## config.mk

```make
export PLATFORM = sky130hd
export DESIGN_NAME = serial_adder_flat
export DESIGN_NICKNAME = d
export VERILOG_FILES = /design/src/rtl/serial_adder_pkg.sv /design/src/rtl/serial_adder_if.sv /design/src/rtl/halfadder.sv /design/src/rtl/serial_adder_fa_slice.sv /design/src/rtl/serial_adder.sv /design/src/flat_wrapper.sv
export SDC_FILE = /design/constraint.sdc
export NUM_CORES = 1
export LEC_CHECK = 0
export BUFFER_PORTS_ARGS = -buffer_cell sky130_fd_sc_hd__buf_4
export CORE_ASPECT_RATIO = 1.4
export CORE_MARGIN = 8
export CORE_UTILIZATION = 25
export CTS_CLUSTER_SIZE = 28
export DETAILED_ROUTE_END_ITERATION = 6
export PLACE_DENSITY = 0.53
export SYNTH_ARGS = -nofsm -noshare
export SYNTH_HDL_FRONTEND = slang
export SYNTH_HIERARCHICAL = 1
export SYNTH_SLANG_ARGS = --single-unit
```

## constraint.sdc

```tcl
create_clock -name clk -period 1.45 [get_ports clk]
set_input_delay 0.0725 -clock clk [delete_from_list [all_inputs] [get_ports clk]]
set_output_delay 0.0725 -clock clk [all_outputs]
set_load 0.01 [all_outputs]
```

## src/rtl/serial_adder_pkg.sv

```systemverilog
// Shared types and constants for the bit-serial adder: FSM state encoding and default width.
package adder_pkg;

  typedef enum logic [1:0] {
    IDLE = 2'd0,
    RUN  = 2'd1,
    DONE = 2'd2
  } sa_state_t;

  localparam int SA_DEFAULT_WIDTH = 8;
  localparam int SA_MIN_WIDTH     = 2;
  localparam int SA_MAX_WIDTH     = 32;

  // Cycles from the accepting edge until done_valid is visible.
  function automatic int sa_latency(input int width);
    return width;
  endfunction

endpackage

```

## src/rtl/serial_adder_if.sv

```systemverilog
// Operand/result handshake bundle for serial_adder; master is the producer/consumer, slave is the adder.
interface serial_adder_if
  import adder_pkg::*;
#(
  parameter int WIDTH = SA_DEFAULT_WIDTH
);

  logic             start_valid;
  logic             start_ready;
  logic [WIDTH-1:0] a;
  logic [WIDTH-1:0] b;
  logic             cin;
  logic [WIDTH-1:0] sum;
  logic             cout;
  logic             done_valid;
  logic             done_ready;
  logic             busy;

  modport master (
    output start_valid, a, b, cin, done_ready,
    input  start_ready, sum, cout, done_valid, busy
  );

  modport slave (
    input  start_valid, a, b, cin, done_ready,
    output start_ready, sum, cout, done_valid, busy
  );

endinterface

```

## src/rtl/halfadder.sv

```systemverilog
// Single-bit half adder cell: sum and carry of two input bits.
module halfadder (
  input  logic a,
  input  logic b,
  output logic s,
  output logic c
);

  assign s = a ^ b;
  assign c = a & b;

endmodule

```

## src/rtl/serial_adder_fa_slice.sv

```systemverilog
// Combinational full-adder slice built from two half adders and an OR of their carries.
module serial_fa_slice (
  input  logic a,
  input  logic b,
  input  logic ci,
  output logic s,
  output logic co
);

  logic w_s1;
  logic w_c1;
  logic w_c2;

  halfadder u_ha1 (
    .a (a),
    .b (b),
    .s (w_s1),
    .c (w_c1)
  );

  halfadder u_ha2 (
    .a (w_s1),
    .b (ci),
    .s (s),
    .c (w_c2)
  );

  // Both half-adder carries can never be high together, so OR equals the full-adder carry.
  assign co = w_c1 | w_c2;

endmodule

```

## src/rtl/serial_adder.sv

```systemverilog
// Bit-serial unsigned adder: one full-adder slice processes operands LSB first, one bit per clock,
// behind a start handshake for operands and a done handshake for the result.
module serial_adder
  import adder_pkg::*;
#(
  parameter int WIDTH = SA_DEFAULT_WIDTH
) (
  input  logic          clk,
  input  logic          rst,
  serial_adder_if.slave bus
);

  localparam int             CNT_W = (WIDTH > 1) ? $clog2(WIDTH) : 1;
  localparam logic [CNT_W-1:0] LAST_BIT = CNT_W'(WIDTH - 1);

  sa_state_t        r_state;
  sa_state_t        w_next_state;

  logic [WIDTH-1:0] r_a_sr;
  logic [WIDTH-1:0] r_b_sr;
  logic [WIDTH-1:0] r_sum_sr;
  logic             r_carry;
  logic             r_cout;
  logic [CNT_W-1:0] r_cnt;

  logic             w_slice_s;
  logic             w_slice_co;
  logic             w_accept;
  logic             w_last;
  logic             w_start_ready;
  logic             w_busy;
  logic             w_done_valid;

  serial_fa_slice u_slice (
    .a  (r_a_sr[0]),
    .b  (r_b_sr[0]),
    .ci (r_carry),
    .s  (w_slice_s),
    .co (w_slice_co)
  );

  assign w_accept = (r_state == IDLE) && bus.start_valid;
  assign w_last   = (r_state == RUN) && (r_cnt == LAST_BIT);

  always_ff @(posedge clk) begin
    if (rst) begin
      r_state <= IDLE;
    end else begin
      r_state <= w_next_state;
    end
  end

  // Handshake outputs depend on registered state only, never on start_valid or done_ready.
  always_comb begin
    w_next_state  = r_state;
    w_start_ready = 1'b0;
    w_busy        = 1'b0;
    w_done_valid  = 1'b0;
    case (r_state)
      IDLE: begin
        w_start_ready = 1'b1;
        if (bus.start_valid) begin
          w_next_state = RUN;
        end
      end
      RUN: begin
        w_busy = 1'b1;
        if (r_cnt == LAST_BIT) begin
          w_next_state = DONE;
        end
      end
      DONE: begin
        w_done_valid = 1'b1;
        if (bus.done_ready) begin
          w_next_state = IDLE;
        end
      end
      default: begin
        w_next_state = IDLE;
      end
    endcase
  end

  // Operands shift out LSB first while each new sum bit enters at the MSB of the result register.
  always_ff @(posedge clk) begin
    if (rst) begin
      r_a_sr   <= '0;
      r_b_sr   <= '0;
      r_sum_sr <= '0;
      r_carry  <= 1'b0;
      r_cout   <= 1'b0;
      r_cnt    <= '0;
    end else if (w_accept) begin
      r_a_sr   <= bus.a;
      r_b_sr   <= bus.b;
      r_sum_sr <= '0;
      r_carry  <= bus.cin;
      r_cnt    <= '0;
    end else if (r_state == RUN) begin
      r_a_sr   <= r_a_sr >> 1;
      r_b_sr   <= r_b_sr >> 1;
      r_sum_sr <= {w_slice_s, r_sum_sr[WIDTH-1:1]};
      r_carry  <= w_slice_co;
      r_cnt    <= r_cnt + 1'b1;
      if (w_last) begin
        r_cout <= w_slice_co;
      end
    end
  end

  assign bus.start_ready = w_start_ready;
  assign bus.busy        = w_busy;
  assign bus.done_valid  = w_done_valid;
  assign bus.sum         = r_sum_sr;
  assign bus.cout        = r_cout;

endmodule

```

## src/flat_wrapper.sv

```systemverilog
// flat-port wrapper written by rule: the top's interface ports become plain ports
module serial_adder_flat import adder_pkg::*;
#(
  parameter int WIDTH = SA_DEFAULT_WIDTH
)
  (clk, rst, bus_start_valid, bus_a, bus_b, bus_cin, bus_done_ready, bus_start_ready, bus_sum, bus_cout, bus_done_valid, bus_busy);
  serial_adder_if #(.WIDTH(WIDTH)) bus_i ();
  input  logic clk;
  input  logic rst;
  input wire logic [$bits(bus_i.start_valid)-1:0] bus_start_valid;
  input wire logic [$bits(bus_i.a)-1:0] bus_a;
  input wire logic [$bits(bus_i.b)-1:0] bus_b;
  input wire logic [$bits(bus_i.cin)-1:0] bus_cin;
  input wire logic [$bits(bus_i.done_ready)-1:0] bus_done_ready;
  output wire logic [$bits(bus_i.start_ready)-1:0] bus_start_ready;
  output wire logic [$bits(bus_i.sum)-1:0] bus_sum;
  output wire logic [$bits(bus_i.cout)-1:0] bus_cout;
  output wire logic [$bits(bus_i.done_valid)-1:0] bus_done_valid;
  output wire logic [$bits(bus_i.busy)-1:0] bus_busy;
  assign bus_i.start_valid = bus_start_valid;
  assign bus_i.a = bus_a;
  assign bus_i.b = bus_b;
  assign bus_i.cin = bus_cin;
  assign bus_i.done_ready = bus_done_ready;
  assign bus_start_ready = bus_i.start_ready;
  assign bus_sum = bus_i.sum;
  assign bus_cout = bus_i.cout;
  assign bus_done_valid = bus_i.done_valid;
  assign bus_busy = bus_i.busy;
  serial_adder #(.WIDTH(WIDTH)) u_core (.clk(clk), .rst(rst), .bus(bus_i));
endmodule
```

==> results of run 1 <==
## worst min-delay path, delay by kind of cell
family | cells | cell delay (ns)
simple gates | 1 | 0.04
compound gates | 1 | 0.05
buf+inv | 1 | 0.11
## cell usage after synthesis (2+ instances only)
library cell,n
sky130_fd_sc_hd__nand2b_1,5
sky130_fd_sc_hd__buf_2,6
sky130_fd_sc_hd__dfxtp_1,31
sky130_fd_sc_hd__a211oi_1,10
sky130_fd_sc_hd__or3b_2,2
sky130_fd_sc_hd__nor3_1,2
sky130_fd_sc_hd__inv_1,2
sky130_fd_sc_hd__clkbuf_1,4
sky130_fd_sc_hd__buf_4,2
sky130_fd_sc_hd__buf_6,2
sky130_fd_sc_hd__a21oi_1,29
sky130_fd_sc_hd__nor2_1,21
sky130_fd_sc_hd__o221a_2,2
sky130_fd_sc_hd__nand3_1,2
sky130_fd_sc_hd__nand2_1,34
sky130_fd_sc_hd__ha_1,4
## sequential cells by signal, indices dropped and copies added, names as in the netlist
name / flops
u_core/r_carry: 1
u_core/r_a_sr: 8
u_core/r_b_sr: 8
u_core/bus.sum: 8
u_core/r_state: 2
u_core/r_cnt: 3
u_core/bus.cout: 1
## what timing repair did
action,CTS,global route
resized for setup,5,6
endpoints found under the setup margin,2,1
cloned,0,0
pin swaps,2,3
## cells by family (layout without fill, tap and decap cells)
kind of cell,Yosys count,after routing,synth area share
compound gates,44,44,0.2002
xor+xnor,1,1,0.006371
fa+ha+maj,4,4,0.03640
buf+inv,17,54,0.06824
flops,31,31,0.4513
mux,1,1,0.007280
simple gates,71,71,0.2302
## layout by cell type, fill, tap and decap left out, types with 2 or more instances in the layout
cell and count:
sky130_fd_sc_hd__a211oi_1 10, sky130_fd_sc_hd__a21oi_1 28, sky130_fd_sc_hd__buf_4 43, sky130_fd_sc_hd__clkbuf_8 6, sky130_fd_sc_hd__dfxtp_1 28, sky130_fd_sc_hd__dfxtp_2 3
sky130_fd_sc_hd__ha_1 2, sky130_fd_sc_hd__inv_1 2, sky130_fd_sc_hd__nand2_1 34, sky130_fd_sc_hd__nand2b_1 3, sky130_fd_sc_hd__nand3_1 2, sky130_fd_sc_hd__nor2_1 21
sky130_fd_sc_hd__o221a_2 2, sky130_fd_sc_hd__or3b_2 2
## power breakdown
group	switching (mW)	total, mW	leakage (nW)	internal (mW)
combinational	0.151	0.311	0.450	0.159
clock	0.298	0.669	0.0470	0.371
sequential	0.0334	0.937	0.255	0.904
total	0.483	1.92	0.752	1.43
## per-layer routing
layer | global-route usage | share of wire
met5 | 0 | 0
met4 | 0.05585 | 0.025
met3 | 0.01817 | 0.026
met2 | 0.1480 | 0.51
met1 | 0.09436 | 0.44
## stage by stage
stage                     setup slack, ns  setup TNS [ns]  total power, mW  hold slack, ns
after detailed placement         -0.02036        -0.02036            1.252          0.3312
after CTS                         0.03089               0            1.946         0.02473
after global routing             -0.02616        -0.02616            2.038         0.04187
after floorplan                   0.02602               0            1.134          0.2085
final                             0.04975               0            1.917         0.03407
after global placement            0.01417               0            1.252          0.3255
## layout make-up
class | count | area (sq um) | share of cell area
Tap cell | 68 | 85.08 | 0.04598
Inverter | 3 | 16.27 | 0.008790
Clock buffer | 6 | 82.58 | 0.04462
Timing Repair Buffer | 44 | 342.8 | 0.1853
Multi-Input combinational cell | 121 | 694.4 | 0.3753
Clock inverter | 1 | 5.005 | 0.002705
Sequential cell | 31 | 624.3 | 0.3374
## worst min path at each step
| stage | slack (ns) | endpoint | start | cells past startpoint |
|---|---|---|---|---|
| floorplan | 0.21 | u_core/r_a_sr[7]$_SDFFE_PP0P_ | bus_a[7] | 2 |
| finish | 0.03 | u_core/r_b_sr[7]$_SDFFE_PP0P_ | bus_b[7] | 3 |
| global placement | 0.33 | u_core/r_b_sr[7]$_SDFFE_PP0P_ | bus_b[7] | 3 |
| global route | 0.04 | u_core/r_a_sr[7]$_SDFFE_PP0P_ | bus_a[7] | 3 |
| detailed placement | 0.33 | u_core/r_b_sr[7]$_SDFFE_PP0P_ | bus_b[7] | 3 |
| CTS | 0.02 | u_core/r_b_sr[7]$_SDFFE_PP0P_ | bus_b[7] | 3 |
==> report_table.html, run 1 <==
<table>
<tr><th>Metric</th><th>Value</th></tr>
<tr><th colspan="2">Outcome</th></tr>
<tr><td>Result of the run</td><td>completed</td></tr>
<tr><th colspan="2">Yosys</th></tr>
<tr><td>Distinct cells, synth</td><td>27</td></tr>
<tr><td>Post-synthesis cell type with the largest combined area</td><td>sky130_fd_sc_hd__dfxtp_1</td></tr>
<tr><td>Syn_nets</td><td>194</td></tr>
<tr><td>Synth Instances</td><td>169</td></tr>
<tr><td>Fraction of registers with async set/reset</td><td>0</td></tr>
<tr><td>Total number of yosys warnings</td><td>6</td></tr>
<tr><td>Share of the yosys chip area belonging to registers</td><td>0.4513</td></tr>
<tr><td>Largest cells by area after synthesis</td><td>sky130_fd_sc_hd__dfxtp_1 (45%), sky130_fd_sc_hd__a21oi_1 (11%), sky130_fd_sc_hd__nand2_1 (9.3%), sky130_fd_sc_hd__nor2_1 (5.7%), sky130_fd_sc_hd__a211oi_1 (5.5%)</td></tr>
<tr><td>Post-synth top area share</td><td>0.4513</td></tr>
<tr><td>Avg Inst Size Synth</td><td>8.137 sq um</td></tr>
<tr><td>Number of enable flip-flop cells after synthesis</td><td>0</td></tr>
<tr><td>Register bit count reported by yosys</td><td>31</td></tr>
<tr><td>Top_reg_cell synth</td><td>sky130_fd_sc_hd__dfxtp_1</td></tr>
<tr><td>Area of the mapped netlist</td><td>1375 sq um</td></tr>
<tr><th colspan="2">Global routing</th></tr>
<tr><td>Global router's overall resource usage</td><td>0.08716</td></tr>
<tr><td>Overall overflow remaining after global route</td><td>0</td></tr>
<tr><td>Initial antenna violation count</td><td>0</td></tr>
<tr><td>Wire length of the first global-routing pass</td><td>5865 um</td></tr>
<tr><td>Pin count of the biggest net entering global routing</td><td>22</td></tr>
<tr><td>Number of global-route vias before repair</td><td>1,330</td></tr>
<tr><th colspan="2">CTS</th></tr>
<tr><td>Clock tree from TritonCTS</td><td>yes</td></tr>
<tr><td>Number of H-tree levels</td><td>2</td></tr>
<tr><td>Buffers from clock root to sink, at most</td><td>2</td></tr>
<tr><td>Hold buffers post-CTS</td><td>0</td></tr>
<tr><td>Number of CTS-inserted buffers</td><td>5</td></tr>
<tr><td>Clock tree sinks</td><td>31</td></tr>
<tr><td>Insertion delay of the later-clocked pin in the worst-skew pair</td><td>0.28 ns</td></tr>
<tr><td>Clock transition at the register clock pins on the worst setup and hold paths after CTS</td><td>0.06 ns</td></tr>
<tr><td>Root cell of the clock tree</td><td>sky130_fd_sc_hd__clkbuf_8</td></tr>
<tr><td>Number of setup buffers added after CTS</td><td>0</td></tr>
<tr><th colspan="2">Critical path</th></tr>
<tr><td>Critical setup path kind</td><td>flip-flop to flip-flop</td></tr>
<tr><td>Library cell contributing the largest single delay on the critical path</td><td>sky130_fd_sc_hd__dfxtp_2</td></tr>
<tr><td>Depth of the most critical reg-to-reg path</td><td>6</td></tr>
<tr><td>Largest stage delay on the critical path</td><td>0.34 ns</td></tr>
<tr><td>Endpoint kind of the worst setup timing path</td><td>flip-flop</td></tr>
<tr><td>Launching instance or port of the critical path</td><td>u_core/r_a_sr[0]$_SDFFE_PP0P_</td></tr>
<tr><td>Highest net fanout along the worst path</td><td>2</td></tr>
<tr><td>Arrival time of data at the critical path endpoint</td><td>1.56 ns</td></tr>
<tr><td>Critical path buffers and inverters</td><td>0</td></tr>
<tr><td>Worst reg-to-reg setup slack</td><td>0.05 ns</td></tr>
<tr><td>Total number of cells along the worst setup path</td><td>6</td></tr>
<tr><td>Top Family by Delay on Critical Path</td><td>simple AND/OR/NAND/NOR gates</td></tr>
<tr><td>Required arrival time at the worst endpoint</td><td>1.61 ns</td></tr>
<tr><td>Startpoint of the lowest-slack register-to-register path</td><td>u_core/r_a_sr[0]$_SDFFE_PP0P_</td></tr>
<tr><td>Worst path cell trace</td><td>ha_4, ha_2, or2_1, nand2b_4, a21oi_2, nor3_2</td></tr>
<tr><td>Crit Reg-Reg Endpoint</td><td>u_core/r_carry$_SDFFE_PP0P_</td></tr>
<tr><td>Termination of the worst setup path</td><td>u_core/r_carry$_SDFFE_PP0P_</td></tr>
<tr><td>Type of origin of the critical path</td><td>flip-flop</td></tr>
<tr><th colspan="2">Finish</th></tr>
<tr><td>Nets@finish</td><td>231</td></tr>
<tr><td>Post-route cell area</td><td>1851 sq um</td></tr>
<tr><td>Area added between synthesis and finish</td><td>34.58%</td></tr>
<tr><td>Post-Layout Cell Count</td><td>274</td></tr>
<tr><td>Share of layout cells above drive strength 1</td><td>0.3301</td></tr>
<tr><td>Fill cells</td><td>610</td></tr>
<tr><td>Utilization after layout</td><td>0.3424</td></tr>
<tr><td>Ant diodes</td><td>0</td></tr>
<tr><th colspan="2">Routing</th></tr>
<tr><td>Count of routing violations after the opening detailed-route iteration</td><td>64</td></tr>
<tr><td>Drt drc</td><td>0</td></tr>
<tr><td>Wirelength per Cell</td><td>12.06 um</td></tr>
<tr><td>Via count</td><td>1,242</td></tr>
<tr><td>Number of vias per cell after detailed routing</td><td>4.533</td></tr>
<tr><td>DR pass1 iterations</td><td>3</td></tr>
<tr><td>Routed Wire Length</td><td>3305 um</td></tr>
<tr><td>Antenna-violating nets left</td><td>0</td></tr>
<tr><th colspan="2">Timing</th></tr>
<tr><td>Final setup vio count</td><td>0</td></tr>
<tr><td>Max-slew headroom</td><td>0.8460</td></tr>
<tr><td>Share of the clock period used by the worst path after layout</td><td>0.9657</td></tr>
<tr><td>Maximum clock frequency</td><td>714.2 MHz</td></tr>
<tr><td>Worst setup skew after layout</td><td>0.004875 ns</td></tr>
<tr><td>Max-slew violations</td><td>0</td></tr>
<tr><td>RSZ-0062 raised after global routing</td><td>true</td></tr>
<tr><td>Worst-Margin Slew</td><td>0.2311 ns</td></tr>
<tr><td>Minimum clock period</td><td>1.400 ns</td></tr>
<tr><td>Hold violation total from the final report</td><td>0</td></tr>
<tr><th colspan="2">Min path</th></tr>
<tr><td>Worst hold path type</td><td>input port to flip-flop</td></tr>
<tr><th colspan="2">Placement</th></tr>
<tr><td>IO buf count</td><td>32</td></tr>
<tr><td>Number of cells in the design after placement</td><td>267</td></tr>
<tr><td>Final HPWL from detailed placement</td><td>2409 um</td></tr>
<tr><td>Post-placement cell area</td><td>1720 sq um</td></tr>
<tr><td>Routability congestion estimate from global placement</td><td>0.7733</td></tr>
<tr><th colspan="2">Power and ir drop</th></tr>
<tr><td>Worst supply voltage drop on vdd</td><td>0.3608 mV</td></tr>
<tr><td>Total power per unit cell area</td><td>1036 nW/um^2</td></tr>
<tr><td>Static leakage</td><td>0.7519 nW</td></tr>
<tr><th colspan="2">Floorplan</th></tr>
<tr><td>Die X-Extent</td><td>78.68 um</td></tr>
<tr><td>Starting utilization of the core area</td><td>0.2544</td></tr>
<tr><td>Die boundary height</td><td>103.8 um</td></tr>
<tr><td>Cell row count</td><td>32</td></tr>
<tr><td>Top Ports</td><td>33</td></tr>
<tr><td>Die Outline Area</td><td>8163 sq um</td></tr>
<tr><td>Placeable core area</td><td>5405 sq um</td></tr>
<tr><th colspan="2">Job</th></tr>
<tr><td>Number of max-capacitance violations reported</td><td>0</td></tr>
</table>
(Power assumes the default switching activity.)
==> run 2: changes to the inputs <==
--- a/config.mk
+++ b/config.mk
@@ -6,12 +6,11 @@
 export NUM_CORES = 1
 export LEC_CHECK = 0
 export BUFFER_PORTS_ARGS = -buffer_cell sky130_fd_sc_hd__buf_4
-export CORE_ASPECT_RATIO = 1.4
 export CORE_MARGIN = 8
 export CORE_UTILIZATION = 25
 export CTS_CLUSTER_SIZE = 28
 export DETAILED_ROUTE_END_ITERATION = 6
-export PLACE_DENSITY = 0.53
+export PLACE_DENSITY = 0.51
 export SYNTH_ARGS = -nofsm -noshare
 export SYNTH_HDL_FRONTEND = slang
 export SYNTH_HIERARCHICAL = 1
==> constraint.sdc (replaced) <==
create_clock -name clk -period 1.4 [get_ports clk]
set_input_delay 0.07 -clock clk [delete_from_list [all_inputs] [get_ports clk]]
set_output_delay 0.07 -clock clk [all_outputs]
set_load 0.01 [all_outputs]
==> report_table.html, run 2 (synthesis results as in run 1) <==
<table>
<tr><th>Metric</th><th>Value</th></tr>
<tr><th colspan="2">Outcome</th></tr>
<tr><td>Result of the run</td><td>finished, violations left</td></tr>
<tr><td>Violated checks</td><td>negative setup slack</td></tr>
<tr><th colspan="2">CTS</th></tr>
<tr><td>Clock tree sinks</td><td>31 (unchanged)</td></tr>
<tr><td>Clock transition at the register clock pins on the worst setup and hold paths after CTS</td><td>0.07 ns (about the same)</td></tr>
<tr><td>Hold buffers post-CTS</td><td>0 (unchanged)</td></tr>
<tr><td>Root cell of the clock tree</td><td>sky130_fd_sc_hd__clkbuf_8</td></tr>
<tr><td>Insertion delay of the later-clocked pin in the worst-skew pair</td><td>0.28 ns (about the same)</td></tr>
<tr><td>Buffers from clock root to sink, at most</td><td>2 (unchanged)</td></tr>
<tr><td>Number of H-tree levels</td><td>2 (unchanged)</td></tr>
<tr><td>Clock tree from TritonCTS</td><td>yes</td></tr>
<tr><td>Number of CTS-inserted buffers</td><td>5 (unchanged)</td></tr>
<tr><th colspan="2">Power and ir drop</th></tr>
<tr><td>Total power per unit cell area</td><td>1061 nW/um^2 (+2.4%)</td></tr>
<tr><td>Worst supply voltage drop on vdd</td><td>0.5307 mV (+47%)</td></tr>
<tr><td>Static leakage</td><td>0.7665 nW (+1.9%)</td></tr>
<tr><td>Total design power</td><td>2.000 mW (+4.3%)</td></tr>
<tr><th colspan="2">Routing</th></tr>
<tr><td>Number of vias per cell after detailed routing</td><td>4.496 (-0.80%)</td></tr>
<tr><td>Antenna-violating nets left</td><td>0 (unchanged)</td></tr>
<tr><td>Via count</td><td>1,259 (+1.4%)</td></tr>
<tr><td>Routed Wire Length</td><td>3502 um (+6.0%)</td></tr>
<tr><td>Count of routing violations after the opening detailed-route iteration</td><td>101 (+58%)</td></tr>
<tr><td>Wirelength per Cell</td><td>12.51 um (+3.7%)</td></tr>
<tr><td>Drt drc</td><td>0 (unchanged)</td></tr>
<tr><td>DR pass1 iterations</td><td>4 (+1)</td></tr>
<tr><th colspan="2">Timing</th></tr>
<tr><td>RSZ-0062 raised after global routing</td><td>true</td></tr>
<tr><td>Final setup vio count</td><td>1 (+1)</td></tr>
<tr><td>Setup slack of the critical path after layout</td><td>-0.001375 ns (-0.05112 ns)</td></tr>
<tr><td>Share of the clock period used by the worst path after layout</td><td>1.001 (+0.03529)</td></tr>
<tr><td>Minimum clock period</td><td>1.401 ns (+0.001120 ns)</td></tr>
<tr><td>Max-slew headroom</td><td>0.8390 (-0.006980)</td></tr>
<tr><td>Maximum clock frequency</td><td>713.6 MHz (about the same)</td></tr>
<tr><td>Worst setup skew after layout</td><td>0.007861 ns (+0.002986 ns)</td></tr>
<tr><td>Worst-Margin Slew</td><td>0.2415 ns (+0.01047 ns)</td></tr>
<tr><td>Max-slew violations</td><td>0 (unchanged)</td></tr>
<tr><td>Hold violation total from the final report</td><td>0 (unchanged)</td></tr>
<tr><td>Final Hold Slack</td><td>0.02354 ns (-0.01053 ns)</td></tr>
<tr><th colspan="2">Floorplan</th></tr>
<tr><td>Placeable core area</td><td>5405 sq um (unchanged)</td></tr>
<tr><td>Die Outline Area</td><td>8130 sq um (-0.41%)</td></tr>
<tr><td>Starting utilization of the core area</td><td>0.2544 (unchanged)</td></tr>
<tr><td>Die boundary height</td><td>90.17 um (-13%)</td></tr>
<tr><td>Die X-Extent</td><td>90.17 um (+15%)</td></tr>
<tr><td>Cell row count</td><td>27 (-16%)</td></tr>
<tr><td>Top Ports</td><td>33 (unchanged)</td></tr>
<tr><th colspan="2">Finish</th></tr>
<tr><td>Area added between synthesis and finish</td><td>37.12%</td></tr>
<tr><td>Fill cells</td><td>604 (-0.98%)</td></tr>
<tr><td>Ant diodes</td><td>0 (unchanged)</td></tr>
<tr><td>Most common library cell in the layout ignoring fill and taps</td><td>sky130_fd_sc_hd__buf_4</td></tr>
<tr><td>Highest-count cells in the layout ignoring fill and taps</td><td>sky130_fd_sc_hd__buf_4 (42), sky130_fd_sc_hd__nand2_1 (34), sky130_fd_sc_hd__a21oi_1 (28), sky130_fd_sc_hd__dfxtp_1 (28), sky130_fd_sc_hd__nor2_1 (21)</td></tr>
<tr><td>Share of layout cells above drive strength 1</td><td>0.3317 (+0.001634)</td></tr>
<tr><td>Post-route cell area</td><td>1886 sq um (+1.9%)</td></tr>
<tr><td>Nets@finish</td><td>232 (+0.43%)</td></tr>
<tr><th colspan="2">Global routing</th></tr>
<tr><td>Global router's overall resource usage</td><td>0.08607 (-0.001083)</td></tr>
<tr><td>Wire length of the first global-routing pass</td><td>5671 um (-3.3%)</td></tr>
<tr><td>Pin count of the biggest net entering global routing</td><td>27 (+23%)</td></tr>
<tr><td>Initial antenna violation count</td><td>0 (unchanged)</td></tr>
<tr><td>Overall overflow remaining after global route</td><td>0 (unchanged)</td></tr>
<tr><td>Number of global-route vias before repair</td><td>1,144 (-14%)</td></tr>
<tr><th colspan="2">Placement</th></tr>
<tr><td>IO buf count</td><td>32 (unchanged)</td></tr>
<tr><td>Final HPWL from detailed placement</td><td>2430 um (+0.84%)</td></tr>
<tr><td>Post-placement cell area</td><td>1744 sq um (+1.4%)</td></tr>
<tr><td>Routability congestion estimate from global placement</td><td>0.7504 (-3.0%)</td></tr>
<tr><th colspan="2">Critical path</th></tr>
<tr><td>Endpoint kind of the worst setup timing path</td><td>flip-flop</td></tr>
<tr><td>Required arrival time at the worst endpoint</td><td>1.56 ns (-0.05 ns)</td></tr>
<tr><td>Type of origin of the critical path</td><td>flip-flop</td></tr>
<tr><td>Arrival time of data at the critical path endpoint</td><td>1.56 ns (about the same)</td></tr>
<tr><td>Highest net fanout along the worst path</td><td>2 (unchanged)</td></tr>
<tr><td>Critical setup path kind</td><td>flip-flop to flip-flop</td></tr>
<tr><th colspan="2">Job</th></tr>
<tr><td>Number of max-capacitance violations reported</td><td>0 (unchanged)</td></tr>
<tr><th colspan="2">Min path</th></tr>
<tr><td>Worst hold path type</td><td>input port to flip-flop</td></tr>
</table>
-- run 2: cell types whose count changed in the layout (fill, tap and decap cells not counted) --
cell / previous run / this run
sky130_fd_sc_hd__buf_12: 1 / 2
sky130_fd_sc_hd__buf_4: 43 / 42
sky130_fd_sc_hd__buf_6: 0 / 1
sky130_fd_sc_hd__clkbuf_8: 6 / 5
sky130_fd_sc_hd__clkinv_2: 1 / 3
sky130_fd_sc_hd__ha_2: 1 / 0
sky130_fd_sc_hd__ha_4: 1 / 2
sky130_fd_sc_hd__nand2b_2: 1 / 0
sky130_fd_sc_hd__nand2b_4: 1 / 2
sky130_fd_sc_hd__nor3_1: 1 / 2
sky130_fd_sc_hd__nor3_2: 1 / 0
-- run 2: metrics by stage --
step	utilization	std cells	TNS, ns	worst slack [ns]
global placement	0.3227	270	0	0.01560
detailed placement	0.3227	270	0	0.003786
finish	0.3488	280	-0.001375	-0.001375
global route	0.3488	280	-0.04081	-0.03962
floorplan	-	169	0	0.01301
CTS	0.3403	279	0	0.005001
-- run 2: worst max-delay path, stage by stage (launching register included) --
cell and delay (ns):
sky130_fd_sc_hd__dfxtp_2 0.34, sky130_fd_sc_hd__ha_4 0.24, sky130_fd_sc_hd__ha_4 0.14, sky130_fd_sc_hd__or2_1 0.25
sky130_fd_sc_hd__nand2b_4 0.15, sky130_fd_sc_hd__a21oi_2 0.12, sky130_fd_sc_hd__nor3_1 0.05
-- run 2: report_power, final --
group          switching, mW  total, mW  internal [mW]
combinational          0.169      0.352          0.183
sequential            0.0340      0.969          0.935
clock                  0.340      0.679          0.340
-- run 2: timing repair --
item / 4_1_cts / 5_1_grt
resized for setup: 2 / 8
setup buffers: 1 / 1
pin swaps: 1 / 5
endpoints found under the setup margin: 2 / 5
gates cloned: 0 / 0
-- run 2: worst paths after layout --
check / startpoint / end / slack (ns) / cells after the start
setup / recovery: u_core/r_a_sr[0]$_SDFFE_PP0P_ / u_core/r_carry$_SDFFE_PP0P_ / -0.001 / 6
hold / removal: bus_b[7] / u_core/r_b_sr[7]$_SDFFE_PP0P_ / 0.02 / 3
hold reg to reg: u_core/r_cnt[1]$_SDFFE_PP0P_ / u_core/r_cnt[1]$_SDFFE_PP0P_ / 0.46 / 2
setup reg to reg: u_core/r_a_sr[0]$_SDFFE_PP0P_ / u_core/r_carry$_SDFFE_PP0P_ / -0.001 / 6
-- run 2: layout make-up --
cell class              instances  area, sq um  area share
clock buffers                   5        68.82     0.03650
clock inverters                 3        15.01    0.007963
inverters                       3        16.27    0.008626
multi-input cells             121        704.4      0.3736
flip-flops and latches         31        624.3      0.3311
well taps                      72        90.09     0.04778
repair buffers                 45        366.6      0.1944
-- run 2: layer usage --
layer	track usage	up-vias	part of all wire
li1	-	644	-
met1	0.1107	572	0.50
met2	0.1239	38	0.43
met3	0.02826	5	0.045
met4	0.04577	0	0.022
met5	0	-	0
==> run 3: changes to the inputs <==
--- a/config.mk
+++ b/config.mk
@@ -8,8 +8,10 @@
 export BUFFER_PORTS_ARGS = -buffer_cell sky130_fd_sc_hd__buf_4
 export CORE_MARGIN = 8
 export CORE_UTILIZATION = 25
+export CTS_BUF_LIST = sky130_fd_sc_hd__clkbuf_16
 export CTS_CLUSTER_SIZE = 28
 export DETAILED_ROUTE_END_ITERATION = 6
+export GPL_TIMING_DRIVEN = 0
 export PLACE_DENSITY = 0.51
 export SYNTH_ARGS = -nofsm -noshare
 export SYNTH_HDL_FRONTEND = slang
==> report_table.html, run 3 (synthesis results as in run 1) <==
<table>
<tr><th>Metric</th><th>Value</th></tr>
<tr><th colspan="2">Critical path</th></tr>
<tr><td>Required arrival time at the worst endpoint</td><td>1.54 ns (-0.02 ns)</td></tr>
<tr><td>Endpoint kind of the worst setup timing path</td><td>flip-flop</td></tr>
<tr><td>Crit path top cell by count</td><td>sky130_fd_sc_hd__ha_4</td></tr>
<tr><td>Crit Reg-Reg Endpoint</td><td>u_core/r_carry$_SDFFE_PP0P_</td></tr>
<tr><td>Arrival time of data at the critical path endpoint</td><td>1.53 ns (-0.03 ns)</td></tr>
<tr><td>Launching instance or port of the critical path</td><td>u_core/r_a_sr[0]$_SDFFE_PP0P_</td></tr>
<tr><td>Startpoint of the lowest-slack register-to-register path</td><td>u_core/r_a_sr[0]$_SDFFE_PP0P_</td></tr>
<tr><td>Worst reg-to-reg setup slack</td><td>0.008 ns (about the same)</td></tr>
<tr><td>Worst path cell trace</td><td>ha_4, ha_4, or2_4, nand2b_4, a21oi_2, nor3_1</td></tr>
<tr><td>Termination of the worst setup path</td><td>u_core/r_carry$_SDFFE_PP0P_</td></tr>
<tr><td>Critical setup path kind</td><td>flip-flop to flip-flop</td></tr>
<tr><td>Highest net fanout along the worst path</td><td>2 (unchanged)</td></tr>
<tr><td>Total number of cells along the worst setup path</td><td>6 (unchanged)</td></tr>
<tr><td>Largest stage delay on the critical path</td><td>0.33 ns (about the same)</td></tr>
<tr><td>Critical path buffers and inverters</td><td>0 (unchanged)</td></tr>
<tr><td>Depth of the most critical reg-to-reg path</td><td>6 (unchanged)</td></tr>
<tr><td>Top Family by Delay on Critical Path</td><td>simple AND/OR/NAND/NOR gates</td></tr>
<tr><td>Library cell contributing the largest single delay on the critical path</td><td>sky130_fd_sc_hd__dfxtp_2</td></tr>
<tr><td>Type of origin of the critical path</td><td>flip-flop</td></tr>
<tr><th colspan="2">Routing</th></tr>
<tr><td>Drt drc</td><td>0 (unchanged)</td></tr>
<tr><td>Via count</td><td>1,221 (-3.0%)</td></tr>
<tr><td>Count of routing violations after the opening detailed-route iteration</td><td>123 (+22%)</td></tr>
<tr><td>Antenna-violating nets left</td><td>0 (unchanged)</td></tr>
<tr><td>Number of vias per cell after detailed routing</td><td>4.330 (-3.7%)</td></tr>
<tr><td>Routed Wire Length</td><td>3594 um (+2.6%)</td></tr>
<tr><td>Wirelength per Cell</td><td>12.74 um (+1.9%)</td></tr>
<tr><td>DR pass1 iterations</td><td>4 (unchanged)</td></tr>
<tr><th colspan="2">Finish</th></tr>
<tr><td>Area added between synthesis and finish</td><td>40.40%</td></tr>
<tr><td>Post-route cell area</td><td>1931 sq um (+2.4%)</td></tr>
<tr><td>Highest-count cells in the layout ignoring fill and taps</td><td>sky130_fd_sc_hd__buf_4 (37), sky130_fd_sc_hd__nand2_1 (34), sky130_fd_sc_hd__dfxtp_1 (29)</td></tr>
<tr><td>Ant diodes</td><td>0 (unchanged)</td></tr>
<tr><td>Nets@finish</td><td>235 (+1.3%)</td></tr>
<tr><td>Fill cells</td><td>581 (-3.8%)</td></tr>
<tr><td>Most common library cell in the layout ignoring fill and taps</td><td>sky130_fd_sc_hd__buf_4</td></tr>
<tr><td>Share of layout cells above drive strength 1</td><td>0.3190 (-0.01268)</td></tr>
<tr><th colspan="2">CTS</th></tr>
<tr><td>Clock transition at the register clock pins on the worst setup and hold paths after CTS</td><td>0.05 ns (-0.02 ns)</td></tr>
<tr><td>Insertion delay of the later-clocked pin in the worst-skew pair</td><td>0.28 ns (about the same)</td></tr>
<tr><td>Number of CTS-inserted buffers</td><td>5 (unchanged)</td></tr>
<tr><td>Hold buffers post-CTS</td><td>0 (unchanged)</td></tr>
<tr><td>Number of H-tree levels</td><td>2 (unchanged)</td></tr>
<tr><td>Root cell of the clock tree</td><td>sky130_fd_sc_hd__clkbuf_16</td></tr>
<tr><td>Clock tree from TritonCTS</td><td>yes</td></tr>
<tr><td>Buffers from clock root to sink, at most</td><td>2 (unchanged)</td></tr>
<tr><td>Clock tree sinks</td><td>31 (unchanged)</td></tr>
<tr><th colspan="2">Timing</th></tr>
<tr><td>RSZ-0062 raised after global routing</td><td>true</td></tr>
<tr><td>Maximum clock frequency</td><td>718.5 MHz (+0.69%)</td></tr>
<tr><td>Hold violation total from the final report</td><td>0 (unchanged)</td></tr>
<tr><td>Max-slew headroom</td><td>0.6390 (-0.1999)</td></tr>
<tr><td>Worst setup skew after layout</td><td>0.007285 ns (-0.0005766 ns)</td></tr>
<tr><td>Share of the clock period used by the worst path after layout</td><td>0.9941 (-0.006834)</td></tr>
<tr><td>Setup TNS</td><td>0 ns (+0.001375 ns)</td></tr>
<tr><td>Max-slew violations</td><td>0 (unchanged)</td></tr>
<tr><td>Final setup vio count</td><td>0 (-1)</td></tr>
<tr><td>Worst-Margin Slew</td><td>0.5414 ns (+0.2999 ns)</td></tr>
<tr><td>Minimum clock period</td><td>1.392 ns (-0.009568 ns)</td></tr>
<tr><th colspan="2">Global routing</th></tr>
<tr><td>Wire length of the first global-routing pass</td><td>5982 um (+5.5%)</td></tr>
<tr><td>Initial antenna violation count</td><td>0 (unchanged)</td></tr>
<tr><td>Global router's overall resource usage</td><td>0.09121 (+0.005137)</td></tr>
<tr><td>Overall overflow remaining after global route</td><td>0 (unchanged)</td></tr>
<tr><td>Pin count of the biggest net entering global routing</td><td>11 (-59%)</td></tr>
<tr><td>Number of global-route vias before repair</td><td>1,178 (+3.0%)</td></tr>
<tr><th colspan="2">Outcome</th></tr>
<tr><td>Result of the run</td><td>completed</td></tr>
<tr><th colspan="2">Power and ir drop</th></tr>
<tr><td>Total power per unit cell area</td><td>1205 nW/um^2 (+14%)</td></tr>
<tr><td>Static leakage</td><td>0.7847 nW (+2.4%)</td></tr>
<tr><td>Worst supply voltage drop on vdd</td><td>0.5673 mV (+6.9%)</td></tr>
<tr><th colspan="2">Min path</th></tr>
<tr><td>Worst hold path type</td><td>input port to flip-flop</td></tr>
<tr><th colspan="2">Floorplan</th></tr>
<tr><td>Die X-Extent</td><td>90.17 um (unchanged)</td></tr>
<tr><td>Cell row count</td><td>27 (unchanged)</td></tr>
<tr><td>Starting utilization of the core area</td><td>0.2544 (unchanged)</td></tr>
<tr><td>Die Outline Area</td><td>8130 sq um (unchanged)</td></tr>
<tr><td>Placeable core area</td><td>5405 sq um (unchanged)</td></tr>
<tr><td>Die boundary height</td><td>90.17 um (unchanged)</td></tr>
<tr><td>Top Ports</td><td>33 (unchanged)</td></tr>
<tr><th colspan="2">Placement</th></tr>
<tr><td>IO buf count</td><td>31 (-3.1%)</td></tr>
<tr><td>Post-placement cell area</td><td>1712 sq um (-1.9%)</td></tr>
<tr><td>Routability congestion estimate from global placement</td><td>0.7048 (-6.1%)</td></tr>
<tr><td>Final HPWL from detailed placement</td><td>2500 um (+2.9%)</td></tr>
<tr><th colspan="2">Job</th></tr>
<tr><td>Number of max-capacitance violations reported</td><td>0 (unchanged)</td></tr>
</table>
==> run 3: what timing repair did <==
action,4_1_cts,5_1_grt
setup buffers,3,0
gates cloned,0,0
resized for setup,13,9
pin swaps,4,3
endpoints found under the setup margin,8,15
==> run 3: per-layer routing <==
| layer | routed length, um | global-route usage |
|---|---|---|
| met5 | 0 | 0 |
| met4 | 63 | 0.04161 |
| met3 | 158 | 0.03325 |
| met2 | 1574 | 0.1325 |
| met1 | 1798 | 0.1168 |
==> run 3: worst min-delay path by stage <==
stage | endpoint | slack [ns] | cells past startpoint | from
floorplan | u_core/r_a_sr[7]$_SDFFE_PP0P_ | 0.21 | 2 | bus_a[7]
global placement | u_core/r_b_sr[7]$_SDFFE_PP0P_ | 0.33 | 3 | bus_b[7]
detailed placement | u_core/r_b_sr[7]$_SDFFE_PP0P_ | 0.33 | 3 | bus_b[7]
CTS | u_core/r_b_sr[7]$_SDFFE_PP0P_ | 0.04 | 3 | bus_b[7]
global route | u_core/r_b_sr[7]$_SDFFE_PP0P_ | 0.05 | 3 | bus_b[7]
finish | u_core/r_b_sr[7]$_SDFFE_PP0P_ | 0.04 | 3 | bus_b[7]
==> run 3: where the power goes <==
group | total, mW | switching [mW] | internal (mW)
Sequential | 0.970 | 0.0327 | 0.937
Combinational | 0.354 | 0.172 | 0.182
Clock | 1.00 | 0.366 | 0.637
==> run 3: worst register-to-register path, delay by kind of cell, from the launching register on <==
family / cells / cell delay [ns]
flip-flops: 1 / 0.33
AO/OA/AOI/OAI: 1 / 0.13
adder cells (fa/ha/maj): 2 / 0.39
AND/OR/NAND/NOR: 3 / 0.41
==> run 3: stage by stage <==
step | setup WS (ns) | total power, mW | instances | hold slack [ns] | util
6_report | 0.008193 | 2.326 | 282 | 0.04488 | 0.3572
5_1_grt | -0.04973 | 2.439 | 282 | 0.04603 | 0.3572
4_1_cts | 0.004504 | 2.337 | 282 | 0.04151 | 0.3537
3_5_place_dp | -0.1133 | 1.291 | 272 | 0.3306 | 0.3167
3_3_place_gp | -0.1018 | 1.288 | 272 | 0.3253 | 0.3167
2_1_floorplan | 0.01301 | 1.179 | 169 | 0.2060 | -
==> run 3: final cells by class <==
cell class / count / area, sq um / share of cell area
clock buffers: 5 / 125.1 / 0.06481
multi-input cells: 121 / 699.4 / 0.3623
well taps: 72 / 90.09 / 0.04666
clock inverters: 2 / 8.758 / 0.004537
inverters: 3 / 13.76 / 0.007129
repair buffers: 34 / 259.0 / 0.1342
plain buffers: 14 / 108.9 / 0.05638
flip-flops and latches: 31 / 625.6 / 0.3240
